==> config.mk <==
export PLATFORM = sky130hd
export DESIGN_NAME = sprind_writeback
export DESIGN_NICKNAME = d
export VERILOG_FILES = /design/src/rtl/sprind_pkg.sv /design/src/rtl/sprind_cond_eval.sv /design/src/rtl/sprind_writeback.sv
export SDC_FILE = /design/constraint.sdc
export NUM_CORES = 1
export LEC_CHECK = 0
export BUFFER_PORTS_ARGS = -buffer_cell sky130_fd_sc_hd__buf_2
export CORE_AREA = 4 4 91 178
export DETAILED_ROUTE_END_ITERATION = 12
export DIE_AREA = 0 0 95 182
export GPL_TIMING_DRIVEN = 0
export PLACE_DENSITY = 0.79
export REMOVE_ABC_BUFFERS = 1
export SYNTH_ARGS = -nofsm -noshare
export SYNTH_HDL_FRONTEND = slang
export SYNTH_SLANG_ARGS = --single-unit
==> constraint.sdc <==
create_clock -name clk -period 2 [get_ports clk]
set_input_delay 0 -clock clk [delete_from_list [all_inputs] [get_ports clk]]
set_output_delay 0 -clock clk [all_outputs]
set_load 0.03 [all_outputs]
==> src/rtl/sprind_pkg.sv <==
// Shared types for the SPRIND writeback and branch logic: condition codes,
// the flags record and the default datapath width.
package sprind_pkg;

  localparam int DATA_W = 16;

  typedef enum logic [3:0] {
    COND_AL = 4'd0,
    COND_EQ = 4'd1,
    COND_NE = 4'd2,
    COND_CS = 4'd3,
    COND_CC = 4'd4,
    COND_MI = 4'd5,
    COND_PL = 4'd6,
    COND_VS = 4'd7,
    COND_VC = 4'd8,
    COND_HI = 4'd9,
    COND_LS = 4'd10,
    COND_GE = 4'd11,
    COND_LT = 4'd12,
    COND_GT = 4'd13,
    COND_LE = 4'd14,
    COND_NV = 4'd15
  } cond_e;

  typedef struct packed {
    logic c;
    logic v;
    logic z;
    logic s;
  } flags_t;

endpackage

==> src/rtl/sprind_cond_eval.sv <==
// Combinational branch-condition evaluator: flags plus condition code to a
// single taken/not-taken bit. Shared with the branch unit.
module sprind_cond_eval
  import sprind_pkg::*;
(
  input  flags_t i_flags,
  input  cond_e  i_cond,
  output logic   o_true
);

  always_comb begin
    o_true = 1'b0;
    case (i_cond)
      COND_AL: o_true = 1'b1;
      COND_EQ: o_true = i_flags.z;
      COND_NE: o_true = !i_flags.z;
      COND_CS: o_true = i_flags.c;
      COND_CC: o_true = !i_flags.c;
      COND_MI: o_true = i_flags.s;
      COND_PL: o_true = !i_flags.s;
      COND_VS: o_true = i_flags.v;
      COND_VC: o_true = !i_flags.v;
      COND_HI: o_true = i_flags.c && !i_flags.z;
      COND_LS: o_true = !i_flags.c || i_flags.z;
      COND_GE: o_true = (i_flags.s == i_flags.v);
      COND_LT: o_true = (i_flags.s != i_flags.v);
      COND_GT: o_true = !i_flags.z && (i_flags.s == i_flags.v);
      COND_LE: o_true = i_flags.z || (i_flags.s != i_flags.v);
      COND_NV: o_true = 1'b0;
    endcase
  end

endmodule

==> src/rtl/sprind_writeback.sv <==
// SPRIND writeback stage: one-entry W1 latch, inline register file and flags
// register, fully bypassed read ports, condition evaluation, retire counter.
module sprind_writeback #(
  parameter  int DATA_W   = sprind_pkg::DATA_W,
  parameter  int NUM_REGS = 8,
  localparam int AW       = $clog2(NUM_REGS)
) (
  input  logic              clk,
  input  logic              rst_n,
  input  logic              i_wb_valid,
  input  logic [AW-1:0]     i_wb_rd,
  input  logic [DATA_W-1:0] i_wb_result,
  input  logic              i_wb_flags_we,
  input  logic              i_carry,
  input  logic              i_overflow,
  input  logic              i_zero,
  input  logic              i_sign,
  input  logic              i_flush,
  input  logic [AW-1:0]     i_rs_addr,
  input  logic [AW-1:0]     i_rt_addr,
  output logic [DATA_W-1:0] o_rs_data,
  output logic [DATA_W-1:0] o_rt_data,
  input  logic [3:0]        i_cond,
  output logic              o_cond_true,
  output logic [3:0]        o_flags,
  output logic [15:0]       o_retired
);

  import sprind_pkg::*;

  logic              r_w1_valid;
  logic [AW-1:0]     r_w1_rd;
  logic [DATA_W-1:0] r_w1_result;
  logic              r_w1_flags_we;
  flags_t            r_w1_flags;

  flags_t            r_flags;
  logic [15:0]       r_retired;
  logic [DATA_W-1:0] r_regs [NUM_REGS];

  logic              w_commit;
  flags_t            w_in_flags;
  flags_t            w_cond_flags;

  assign w_commit   = r_w1_valid && !i_flush;
  assign w_in_flags = '{c: i_carry, v: i_overflow, z: i_zero, s: i_sign};

  // W1 latch: valid bit is reset-cleared, payload is plain data
  always_ff @(posedge clk or negedge rst_n) begin
    if (!rst_n) r_w1_valid <= 1'b0;
    else        r_w1_valid <= i_wb_valid;
  end

  always_ff @(posedge clk) begin
    if (i_wb_valid) begin
      r_w1_rd       <= i_wb_rd;
      r_w1_result   <= i_wb_result;
      r_w1_flags_we <= i_wb_flags_we;
      r_w1_flags    <= w_in_flags;
    end
  end

  // Commit: register 0 is never written but still counts as retired
  always_ff @(posedge clk or negedge rst_n) begin
    if (!rst_n) begin
      for (int i = 0; i < NUM_REGS; i++) r_regs[i] <= '0;
      r_flags   <= '0;
      r_retired <= '0;
    end else if (w_commit) begin
      for (int i = 1; i < NUM_REGS; i++) begin
        if (r_w1_rd == AW'(i)) r_regs[i] <= r_w1_result;
      end
      if (r_w1_flags_we) r_flags <= r_w1_flags;
      r_retired <= r_retired + 16'd1;
    end
  end

  always_comb begin
    o_rs_data = r_regs[i_rs_addr];
    if (i_rs_addr == '0)                          o_rs_data = '0;
    else if (i_wb_valid && i_wb_rd == i_rs_addr)  o_rs_data = i_wb_result;
    else if (w_commit && r_w1_rd == i_rs_addr)    o_rs_data = r_w1_result;
  end

  always_comb begin
    o_rt_data = r_regs[i_rt_addr];
    if (i_rt_addr == '0)                          o_rt_data = '0;
    else if (i_wb_valid && i_wb_rd == i_rt_addr)  o_rt_data = i_wb_result;
    else if (w_commit && r_w1_rd == i_rt_addr)    o_rt_data = r_w1_result;
  end

  // Pending flags are visible to branches only while they are still going to commit
  assign w_cond_flags = (w_commit && r_w1_flags_we) ? r_w1_flags : r_flags;

  sprind_cond_eval u_cond_eval (
    .i_flags (w_cond_flags),
    .i_cond  (cond_e'(i_cond)),
    .o_true  (o_cond_true)
  );

  assign o_flags   = r_flags;
  assign o_retired = r_retired;

endmodule

==> summary.txt <==
STA
  • Hold violation total from the final report: 0
  • Setup repair after global routing missed its margin: yes
  • Post-layout min period: 2.449 ns
  • Clock tree skew after final layout: 0.01686 ns
  • Final worst hold slack: 0.005185 ns
  • Setup tns final: -9.595 ns
  • Actual transition at the worst max-transition pin: 1.306 ns
  • Final clock period utilization by the worst path: 122.5%
  • F_max: 0.4083 GHz
  • Headroom to the max-slew limit: 12.48%
  • Number of setup violations in the final report: 33
  • Final setup slack of the worst path: -0.4493 ns
  • Count of final max-slew check failures: 0

Worst setup path
  • Setup crit start kind: flip-flop
  • CP Launch Point: r_w1_rd[2]
  • Crit Path Category: flip-flop to output pin
  • Timing endpoint of the critical path: o_rs_data[13]
  • Setup slack on the worst flop-to-flop path: 0.04 ns
  • Endpoint arrival time on the critical path: 2.45 ns
  • Setup crit end kind: output pin
  • Maximum net fanout on the critical path: 5
  • Endpoint required time on the critical path: 2.00 ns
  • End of the worst register-to-register path: r_regs[71]
  • Reg-to-Reg Start: r_w1_rd[2]
  • Count of cells along the worst register-to-register path: 4

Die
  • Die outline width: 95 um
  • Die Y: 182 um
  • Starting density of the core: 58.87%
  • Area of the core: 14820 um2
  • I/O pins: 91
  • Count of standard-cell rows: 63
  • Total Die Area: 17290 um2

CTS
  • H-Tree Level Count: 4
  • TritonCTS clock tree: built
  • Clock-pin transition on the worst setup and hold timing paths: 0.08 ns
  • Num Clock Sinks: 157
  • Maximum root-to-sink buffer count: 2
  • Clock insertion delay at the later pin of the skew report: 0.44 ns
  • Clk root buf: clkbuf_16
  • Number of buffers inserted during clock tree synthesis: 17

Placed design
  • Post-place instance area: 9291 um2
  • Setup Slack @ Placement: -0.8770 ns
  • Global placement routability congestion: 0.7799
  • Cell total after placement: 937
  • Port Buffers: 90
  • Detailed Place HPWL: 14.70 mm

Cells and area
  • Final core utilization: 74.92%
  • Number of diodes added for antenna fixing: 0
  • Count of non-filler cells in the finished layout: 1029
  • Number of nets in the layout: 860
  • Layout-stage area growth over the synthesis result: 27.26%
  • Fraction of layout cells with a size suffix above 1: 49.88%
  • Post-route cell area: 11100 um2

GRT
  • Via count of the first global-routing pass: 7534
  • Maximum number of pins on one net before global-route repair: 104
  • Global-route wire length before repair: 40.79 mm
  • Total congestion overflow: 0
  • Total GRT Usage: 31.54%
  • Antenna violations before repair: 0

Synth
  • Part of the Yosys area used for sequential elements: 46.41%
  • Async set or reset register ratio after synthesis: 84.71%
  • Number of enable-type register cells in the synthesized netlist: 24
  • Number of cells produced by synthesis: 692
  • Top cell type by total area after synthesis: dfrtp_1
  • Fraction of post-synthesis cell area in the top cell type by area: 38.15%
  • Post-synthesis cell area: 8725 um2
  • Leading post-synthesis cells by cell area: dfrtp_1, mux2_2, mux4_2
  • Leading cell types by count after synthesis: dfrtp_1, mux2_2, o21ai_0
  • Dominant register cell in the synthesized netlist: dfrtp_1
  • Synth warn: 16
  • Number of distinct library cells after synthesis: 49
  • Synth Register Bits: 157
  • Average cell area after synthesis: 12.61 um2

Route
  • Via density per instance: 6.831
  • Drc violations: 0
  • Number of routed nets with antenna violations: 0
  • Drt first-iter violations: 654
  • Routed wire length: 27.80 mm
  • Via count: 7029
  • Initial DRT Pass Iterations: 8
  • Avg WL per Cell: 27.02 um

Power and ir drop
  • Power density cells: 1076 nW/um2
  • Final total power: 11.95 mW
  • Peak VDD IR: 0.0007289 V
  • Leakage power figure: 4.791 nW

Outcome
  • Outcome: complete, but fails checks
  • Failing checks: negative setup slack

Flow run
  • Max_cap viols: 0

Hold path
  • Hold Path Class: primary input to async pin
critical path, cell delays in order (launching register included):
cell and delay [ns]:
edfxtp_1 0.53, buf_6 0.19, xnor2_4 0.16, nand4_4 0.15, buf_12 0.18, buf_8 0.13
mux2i_1 0.16, a211oi_2 0.29, buf_4 0.22
layout by cell type, fill, tap and decap left out, types with 19 or more instances in the layout:
cell type      count
a211oi_2          26
buf_2             50
buf_4             55
dfrtp_1          132
dlygate4sd3_1     25
edfxtp_1          24
mux2_2           132
mux2i_1           20
mux4_2            33
nand2_1           32
nor2_1            38
o21ai_0           19
xnor2_1           24
final cells by class:
cell class	count	area [um2]
clock inverter	14	156.4
sequential	157	4050
fill	884	3716
timing repair buffer	160	1365
multi-input combinational	479	4826
clock buffer	18	439.2
tap	195	244.0
inverter	6	22.52
registers in the layout, summed over array words and instances, names as in the netlist:
name and count:
r_w1_flags_we 1, o_retired 16, r_w1_flags 4, o_flags 4
r_w1_result 16, r_regs 112, r_w1_valid 1, r_w1_rd 3
cells by family after synthesis:
| group | after synthesis | synth area share (%) |
|---|---|---|
| adder cells (fa/ha/maj) | 1 | 0.1434 |
| buffers and inverters | 56 | 3.571 |
| multiplexers | 196 | 29.60 |
| XOR/XNOR | 29 | 2.911 |
| flip-flops | 157 | 46.41 |
| AO/OA/AOI/OAI | 125 | 9.652 |
| AND/OR/NAND/NOR | 128 | 7.716 |
where the power goes:
part / internal, mW / switching, mW
Sequential: 4.07 / 0.779
Clock: 1.90 / 1.42
Combinational: 1.95 / 1.83
routing by layer:
metal  vias to the layer above  track usage (%)  part of all wire, %
met4                         0            22.96                  7.6
met2                       450            53.59                   52
li1                       2879                -                    -
met5                         -                0                    0
met1                      3546            33.68                   33
met3                       154            6.426                  6.8
how the worst min path moves through the flow:
stage	start	to	slack, ns	cells after the start
after global placement	i_wb_flags_we	r_w1_flags_we	0.18	1
after floorplan	rst_n	o_flags[0]	-0.30	0
after detailed placement	rst_n	o_flags[3]	-0.1	1
final	rst_n	r_regs[73]	0.005	2
after CTS	rst_n	r_regs[73]	0.02	2
after global routing	rst_n	r_regs[73]	0.03	2
what timing repair did:
action	4_1_cts	5_1_grt
endpoints found under the hold margin	157	0
pin swaps	42	15
gates resized for setup	121	55
endpoints found under the setup margin	129	36
hold buffers	25	0
setup buffers	28	7
cloned	3	0
Note: power is estimated with default switching activity, not from simulation.
